`config.mk`:
```
export PLATFORM = sky130hd
export DESIGN_NAME = btb_update
export DESIGN_NICKNAME = d
export VERILOG_FILES = /design/src/rtl/btb_pkg.sv /design/src/rtl/btb_upd_fifo.sv /design/src/rtl/btb_update.sv
export SDC_FILE = /design/constraint.sdc
export NUM_CORES = 2
export LEC_CHECK = 0
export CELL_PAD_IN_SITES_DETAIL_PLACEMENT = 1
export CELL_PAD_IN_SITES_GLOBAL_PLACEMENT = 1
export CORE_MARGIN = 2
export CORE_UTILIZATION = 55
export DETAILED_ROUTE_END_ITERATION = 7
export GPL_TIMING_DRIVEN = 1
export PLACE_DENSITY_LB_ADDON = 0.1
export SLEW_MARGIN = 20
export SYNTH_ARGS = -nofsm -noshare
export SYNTH_HDL_FRONTEND = slang
export SYNTH_SLANG_ARGS = --single-unit
```
`constraint.sdc`:
```
create_clock -name clk -period 7.9 [get_ports clk]
set_input_delay 0.79 -clock clk [delete_from_list [all_inputs] [get_ports clk]]
set_output_delay 0.79 -clock clk [all_outputs]
set_load 0.1 [all_outputs]
```
`src/rtl/btb_pkg.sv`:
```
// Shared widths, entry/request structs and FSM encoding for the BTB update path.
package btb_pkg;
    localparam int SETS   = 8;
    localparam int IDX_W  = $clog2(SETS);
    localparam int ADDR_W = 32;
    localparam int TAG_W  = ADDR_W - IDX_W - 2;

    localparam logic [1:0] CTR_INIT = 2'b10;

    typedef struct packed {
        logic              valid;
        logic [TAG_W-1:0]  tag;
        logic [ADDR_W-1:0] target;
        logic [1:0]        ctr;
    } btb_entry_t;

    typedef struct packed {
        logic [IDX_W-1:0]  index;
        logic [TAG_W-1:0]  tag;
        logic [ADDR_W-1:0] target;
        logic              taken;
    } upd_req_t;

    typedef enum logic [1:0] {
        IDLE   = 2'd0,
        LOOKUP = 2'd1,
        WRITE  = 2'd2
    } state_t;

    // Two-bit saturating direction counter.
    function automatic logic [1:0] ctr_next(input logic [1:0] ctr, input logic taken);
        logic [1:0] res;
        res = ctr;
        if (taken && ctr != 2'b11) begin
            res = ctr + 2'b01;
        end else if (!taken && ctr != 2'b00) begin
            res = ctr - 2'b01;
        end
        return res;
    endfunction
endpackage

```
`src/rtl/btb_upd_fifo.sv`:
```
// Small queue of pending BTB updates; head is visible combinationally, pop takes effect at the clock edge.
// Pushes while full are ignored; the producer is expected to honour o_full.
module btb_upd_fifo
    import btb_pkg::*;
#(
    parameter int DEPTH = 2
) (
    input  logic     clk,
    input  logic     rst_n,
    input  logic     i_push,
    input  upd_req_t i_push_dat,
    input  logic     i_pop,
    output upd_req_t o_head_dat,
    output logic     o_full,
    output logic     o_empty
);
    localparam int PTR_W = (DEPTH > 1) ? $clog2(DEPTH) : 1;
    localparam int CNT_W = $clog2(DEPTH + 1);

    upd_req_t         r_mem [DEPTH];
    logic [PTR_W-1:0] r_wr_ptr;
    logic [PTR_W-1:0] r_rd_ptr;
    logic [CNT_W-1:0] r_count;
    logic             w_push;
    logic             w_pop;

    function automatic logic [PTR_W-1:0] ptr_inc(input logic [PTR_W-1:0] p);
        return (p == PTR_W'(DEPTH - 1)) ? '0 : p + 1'b1;
    endfunction

    assign o_full     = (r_count == CNT_W'(DEPTH));
    assign o_empty    = (r_count == '0);
    assign w_push     = i_push && !o_full;
    assign w_pop      = i_pop && !o_empty;
    assign o_head_dat = r_mem[r_rd_ptr];

    always_ff @(posedge clk) begin
        if (w_push) begin
            r_mem[r_wr_ptr] <= i_push_dat;
        end
    end

    always_ff @(posedge clk or negedge rst_n) begin
        if (!rst_n) begin
            r_wr_ptr <= '0;
            r_rd_ptr <= '0;
            r_count  <= '0;
        end else begin
            if (w_push) begin
                r_wr_ptr <= ptr_inc(r_wr_ptr);
            end
            if (w_pop) begin
                r_rd_ptr <= ptr_inc(r_rd_ptr);
            end
            r_count <= r_count + CNT_W'(w_push) - CNT_W'(w_pop);
        end
    end
endmodule

```
`src/rtl/btb_update.sv`:
```
// BTB write side: queues resolved branches, then LOOKUP/WRITE against the 2-way entry arrays; IF read port is combinational.
// Latency accept->visible 4 cycles; upd_ready drops only when the queue is full, 1 update per 2 cycles sustained.
module btb_update
    import btb_pkg::*;
#(
    parameter int FIFO_DEPTH = 2
) (
    input  logic                        clk,
    input  logic                        rst_n,
    input  logic                        upd_valid,
    output logic                        upd_ready,
    input  logic [ADDR_W-1:0]           upd_pc,
    input  logic [ADDR_W-1:0]           upd_target,
    input  logic                        upd_taken,
    input  logic [IDX_W-1:0]            rd_index,
    output logic [1:0]                  rd_valid,
    output logic [1:0][TAG_W-1:0]       rd_tag,
    output logic [1:0][ADDR_W-1:0]      rd_target,
    output logic [1:0]                  rd_pred_taken,
    output logic [IDX_W-1:0]            update_index,
    input  logic                        lru_write_bit,
    output logic                        new_entry,
    output logic                        busy
);
    state_t     r_state;
    state_t     w_state_nxt;
    upd_req_t   r_req;
    btb_entry_t r_way0 [SETS];
    btb_entry_t r_way1 [SETS];

    logic       r_wr_en;
    logic       r_wr_way;
    logic       r_alloc;
    btb_entry_t r_wr_entry;
    logic       w_wr_en;
    logic       w_wr_way;
    logic       w_alloc;
    btb_entry_t w_wr_entry;

    upd_req_t   w_push_dat;
    upd_req_t   w_head;
    logic       w_push;
    logic       w_pop;
    logic       w_full;
    logic       w_empty;
    btb_entry_t w_e0;
    btb_entry_t w_e1;
    logic       w_hit0;
    logic       w_hit1;
    logic       w_unused;

    assign w_unused   = ^upd_pc[1:0];
    assign upd_ready  = !w_full;
    assign w_push     = upd_valid && upd_ready;
    assign w_push_dat = '{index:  upd_pc[IDX_W+1:2],
                          tag:    upd_pc[ADDR_W-1:IDX_W+2],
                          target: upd_target,
                          taken:  upd_taken};

    btb_upd_fifo #(.DEPTH(FIFO_DEPTH)) u_fifo (
        .clk        (clk),
        .rst_n      (rst_n),
        .i_push     (w_push),
        .i_push_dat (w_push_dat),
        .i_pop      (w_pop),
        .o_head_dat (w_head),
        .o_full     (w_full),
        .o_empty    (w_empty)
    );

    assign w_e0   = r_way0[r_req.index];
    assign w_e1   = r_way1[r_req.index];
    assign w_hit0 = w_e0.valid && (w_e0.tag == r_req.tag);
    assign w_hit1 = w_e1.valid && (w_e1.tag == r_req.tag);

    always_comb begin
        w_state_nxt = r_state;
        w_pop       = 1'b0;
        w_wr_en     = 1'b0;
        w_wr_way    = 1'b0;
        w_alloc     = 1'b0;
        w_wr_entry  = '0;
        case (r_state)
            IDLE: begin
                if (!w_empty) begin
                    w_pop       = 1'b1;
                    w_state_nxt = LOOKUP;
                end
            end
            LOOKUP: begin
                w_state_nxt = WRITE;
                if (w_hit0 || w_hit1) begin
                    w_wr_en        = 1'b1;
                    w_wr_way       = !w_hit0;
                    w_wr_entry     = w_hit0 ? w_e0 : w_e1;
                    w_wr_entry.ctr = ctr_next(w_wr_entry.ctr, r_req.taken);
                    if (r_req.taken) begin
                        w_wr_entry.target = r_req.target;
                    end
                end else if (r_req.taken) begin
                    // Fill an empty way first; otherwise evict the less recently used one.
                    w_wr_en    = 1'b1;
                    w_alloc    = 1'b1;
                    w_wr_way   = !w_e0.valid ? 1'b0 : (!w_e1.valid ? 1'b1 : !lru_write_bit);
                    w_wr_entry = '{valid: 1'b1, tag: r_req.tag, target: r_req.target, ctr: CTR_INIT};
                end
            end
            WRITE: begin
                if (!w_empty) begin
                    w_pop       = 1'b1;
                    w_state_nxt = LOOKUP;
                end else begin
                    w_state_nxt = IDLE;
                end
            end
            default: w_state_nxt = IDLE;
        endcase
    end

    always_ff @(posedge clk or negedge rst_n) begin
        if (!rst_n) begin
            r_state    <= IDLE;
            r_req      <= '0;
            r_wr_en    <= 1'b0;
            r_wr_way   <= 1'b0;
            r_alloc    <= 1'b0;
            r_wr_entry <= '0;
        end else begin
            r_state <= w_state_nxt;
            if (w_pop) begin
                r_req <= w_head;
            end
            if (r_state == LOOKUP) begin
                r_wr_en    <= w_wr_en;
                r_wr_way   <= w_wr_way;
                r_alloc    <= w_alloc;
                r_wr_entry <= w_wr_entry;
            end
        end
    end

    always_ff @(posedge clk or negedge rst_n) begin
        if (!rst_n) begin
            for (int s = 0; s < SETS; s++) begin
                r_way0[s] <= '0;
                r_way1[s] <= '0;
            end
        end else if (r_state == WRITE && r_wr_en) begin
            if (r_wr_way) begin
                r_way1[r_req.index] <= r_wr_entry;
            end else begin
                r_way0[r_req.index] <= r_wr_entry;
            end
        end
    end

    assign update_index = r_req.index;
    assign new_entry    = (r_state == WRITE) && r_alloc;
    assign busy         = (r_state != IDLE) || !w_empty;

    // No write bypass: a commit shows up here the cycle after WRITE.
    assign rd_valid      = {r_way1[rd_index].valid,  r_way0[rd_index].valid};
    assign rd_tag        = {r_way1[rd_index].tag,    r_way0[rd_index].tag};
    assign rd_target     = {r_way1[rd_index].target, r_way0[rd_index].target};
    assign rd_pred_taken = {r_way1[rd_index].ctr[1], r_way0[rd_index].ctr[1]};
endmodule

```
==> flow_metrics.tcl <==
set metrics [dict create \
    outcome "completed" \
    post_cts_resized 0 \
    fin_crit_ns 5.67 \
    grt_pass1_vias 45000 \
    reg2reg_from "update_index[1]" \
    gp_congestion 0.862 \
    firstDrtPassIters 5 \
    setup_tns_ns 0 \
    synth-seq-cells 1252 \
    nets 4504 \
    synth_edf_count 126 \
    power_frac_comb 0.344 \
    ant_nets 0 \
    min_path_type "in -> async" \
    p_sw_frac 0.404 \
    p_seq_frac 0.396 \
    crit_start "update_index[1]" \
    cp-endpoint "r_wr_entry[1]" \
    leakage_nw 31.7 \
    yosysUniqueCellTypes 77 \
    area_delta_synth_final_pct 13.0 \
    die_h_microns 340 \
    power_density_mw_per_mm2 369 \
    worst_slew_pin_slew_ns 1.12 \
    clk_pin_slew_worst_paths_ns 0.06 \
    finalSetupViolCount 0 \
    antenna_cells 0 \
    path_cells "buf_4, mux4_1, mux2i_1, xor2_1, nand4_1, nor4_1, and4_2, buf_4, a21boi_0, o21a_1, a2111oi_1" \
    clkPwrFrac 0.259 \
    wl_mm 205 \
    hpwl_mm 118 \
    clockBufferDepth 3 \
    worstPathArrival_ns 6.31 \
    crit_required_ns 8.54 \
    timing.rr.end "r_wr_entry[1]" \
    endpoint_kind "flop" \
    worst_hold_slack_ns 0.0416 \
    syn_avg_cell_area_sq_um 14.2 \
    cts_tree "built" \
    grt_pass1_wl_mm 306 \
    clockRootBuffer "clkbuf_16" \
    route.detailed.drc 0 \
    critPathMaxStageDelay_ns 0.88 \
    ys_seq_area_frac 0.514 \
    clock_latency_ns 0.76 \
    placement.io_buffers 197 \
    drv_slew 0 \
    maxCapViolations 0 \
    cp_common_cell "buf_4" \
    routedWlPerCell_microns 34.0 \
    post-cts-setup-buffers 0 \
    overflow 0 \
    syn_area_sq_mm 0.0622 \
    coreArea_sq_mm 0.112 \
    synth_nets 4467 \
    synthArstFlopShare 0.899 \
    rows 123 \
    fin_crit_sh 0.718 \
    drtIter0Drc 3609 \
    layout-drive-gt1-share 0.409 \
    grt_max_degree 176 \
    antenna_found_initial 1 \
    vias_per_cell 6.89 \
    cts_made_buffers 140 \
    crit_type "reg -> reg" \
    yosys_most_used_dff "dfrtp_1" \
    yosysWarnings 0 \
    vias 41600 \
    crit_slowest_cell "dfrtp_4" \
    rr_worst_depth 11 \
    p_int_mw 15.5 \
    max_freq_ghz 0.176 \
    io_pins 200 \
    clock_skew_ns 0.0208 \
    start_kind "flop" \
    rsz0062_at_grt "false" \
    die_w_microns 340 \
    start_util 0.554 \
    hold_buffers 0 \
    relSlewSlack 0.247 \
    die_area_sq_mm 0.116 \
    worstPathMaxFanout 42 \
    cts.sinks 1252 \
    ir_drop_mv 0.237 \
    h-tree-depth 4 \
    netlist_instances 4393 \
    p_switching_mw 10.5 \
    ff2ff_setup_slack_ns 2.23 \
    grt_usage 0.358 \
    hold_viol_final 0 \
]
-- how the worst min path moves through the flow --
stage                   from          end  cells past startpoint
global placement    r_req[9]     r_req[9]                      2
detailed placement  r_req[9]     r_req[9]                      2
CTS                    rst_n  r_way0[135]                      1
global route           rst_n  r_way0[197]                      1
finish                 rst_n  r_way0[135]                      1
floorplan            r_alloc      r_alloc                      2
-- cell usage after synthesis (7+ instances only) --
library cell | instances | area share
o21ai_0 | 135 | 0.011
o41ai_1 | 8 | 0.0011
buf_6 | 14 | 0.0025
and3_1 | 14 | 0.0014
a21o_1 | 28 | 0.0034
edfxtp_1 | 126 | 0.061
nand2_1 | 181 | 0.011
mux2i_1 | 189 | 0.030
a221oi_1 | 83 | 0.012
dfrtp_1 | 1126 | 0.45
buf_4 | 7 | 0.00085
a22oi_1 | 162 | 0.020
inv_1 | 11 | 0.00066
o22ai_1 | 22 | 0.0022
nand3_1 | 31 | 0.0025
mux4_2 | 288 | 0.10
a221o_1 | 15 | 0.0024
mux2_2 | 1186 | 0.21
o31ai_1 | 16 | 0.0019
nor2_1 | 66 | 0.0040
a22o_1 | 28 | 0.0039
nand4_1 | 27 | 0.0027
nor3_1 | 18 | 0.0014
buf_1 | 41 | 0.0025
a31oi_1 | 14 | 0.0014
clkbuf_1 | 320 | 0.019
a21oi_1 | 55 | 0.0044
xor2_1 | 24 | 0.0034
nor2b_1 | 12 | 0.0012
buf_2 | 22 | 0.0018
xnor2_1 | 20 | 0.0028
-- routing by layer --
metal,GRT usage,vias up,wire length [microns],part of all wire
met2,0.573,1541,98600,0.48
li1,-,16900,-,-
met1,0.468,22700,82500,0.40
met4,0.197,0,12200,0.059
met5,0,-,0,0
met3,0.0603,491,12100,0.059
-- registers in the layout (all words and copies together), names as in the netlist, 2 cells and up --
name / count
r_way1: 496
r_way0: 496
update_index: 3
u_fifo.r_mem: 126
r_state: 2
r_req: 60
r_wr_entry: 62
u_fifo.r_count: 2
-- critical path, delay by kind of cell (launching register included) --
family,cells,cell delay [ns]
buf+inv,2,1.21
compound gates,3,0.73
simple gates,3,1.20
xor+xnor,1,0.26
mux,2,1.17
flops,1,0.88
-- stage by stage --
stage                     instance area (sq um)   util  setup WS (ns)  power, mW  std cells
after CTS                                 70200  0.625           2.20       25.9       6041
after floorplan                           62200      -           3.43       15.5       4393
after global placement                    65500  0.583           2.31       18.8       5788
after global routing                      70200  0.625           2.10       26.9       6041
after detailed placement                  65500  0.583           2.17       19.1       5788
final                                     70200  0.625           2.23       25.9       6041
-- cells in the final DEF, fill, tap and decap left out, drive strengths merged, types with 15 or more instances in the layout --
cell type,instances
mux2,1187
dfrtp,1126
mux4,293
clkbuf,205
clkdlybuf4s50,193
mux2i,190
nand2,181
a22oi,162
o21ai,137
edfxtp,126
buf,108
a221oi,83
nor2,66
a21oi,55
nand3,31
clkinv,31
a22o,28
a21o,28
nand4,27
xor2,24
o22ai,22
xnor2,20
nor3,19
inv,18
o31ai,16
a221o,15
-- final cells by class --
cell class | count | area, sq um
multi-input combinational | 2721 | 28700
inverter | 14 | 52.6
sequential | 1252 | 32000
clock inverter | 48 | 517
tap | 1500 | 1880
clock buffer | 205 | 4180
fill | 10300 | 42100
timing repair buffer | 301 | 2890
-- power by group through the flow --
stage	clock (mW)	combinational, mW	sequential, mW
floorplan	0	6.46	9.05
global placement	0	8.60	10.2
detailed placement	0	8.80	10.3
CTS	6.80	8.88	10.2
global route	7.05	9.33	10.5
finish	6.72	8.92	10.3
-- cell families after synthesis --
group / after synthesis / synth area share
adders and majority gates: 4 / 0.000724
xor gates and xnor gates: 44 / 0.00620
muxes: 1670 / 0.352
AOI/OAI and AO/OA: 607 / 0.0686
buffers and inverters: 420 / 0.0284
and+or+nand+nor: 396 / 0.0299
DFF: 1252 / 0.514
(Power assumes the default switching activity.)
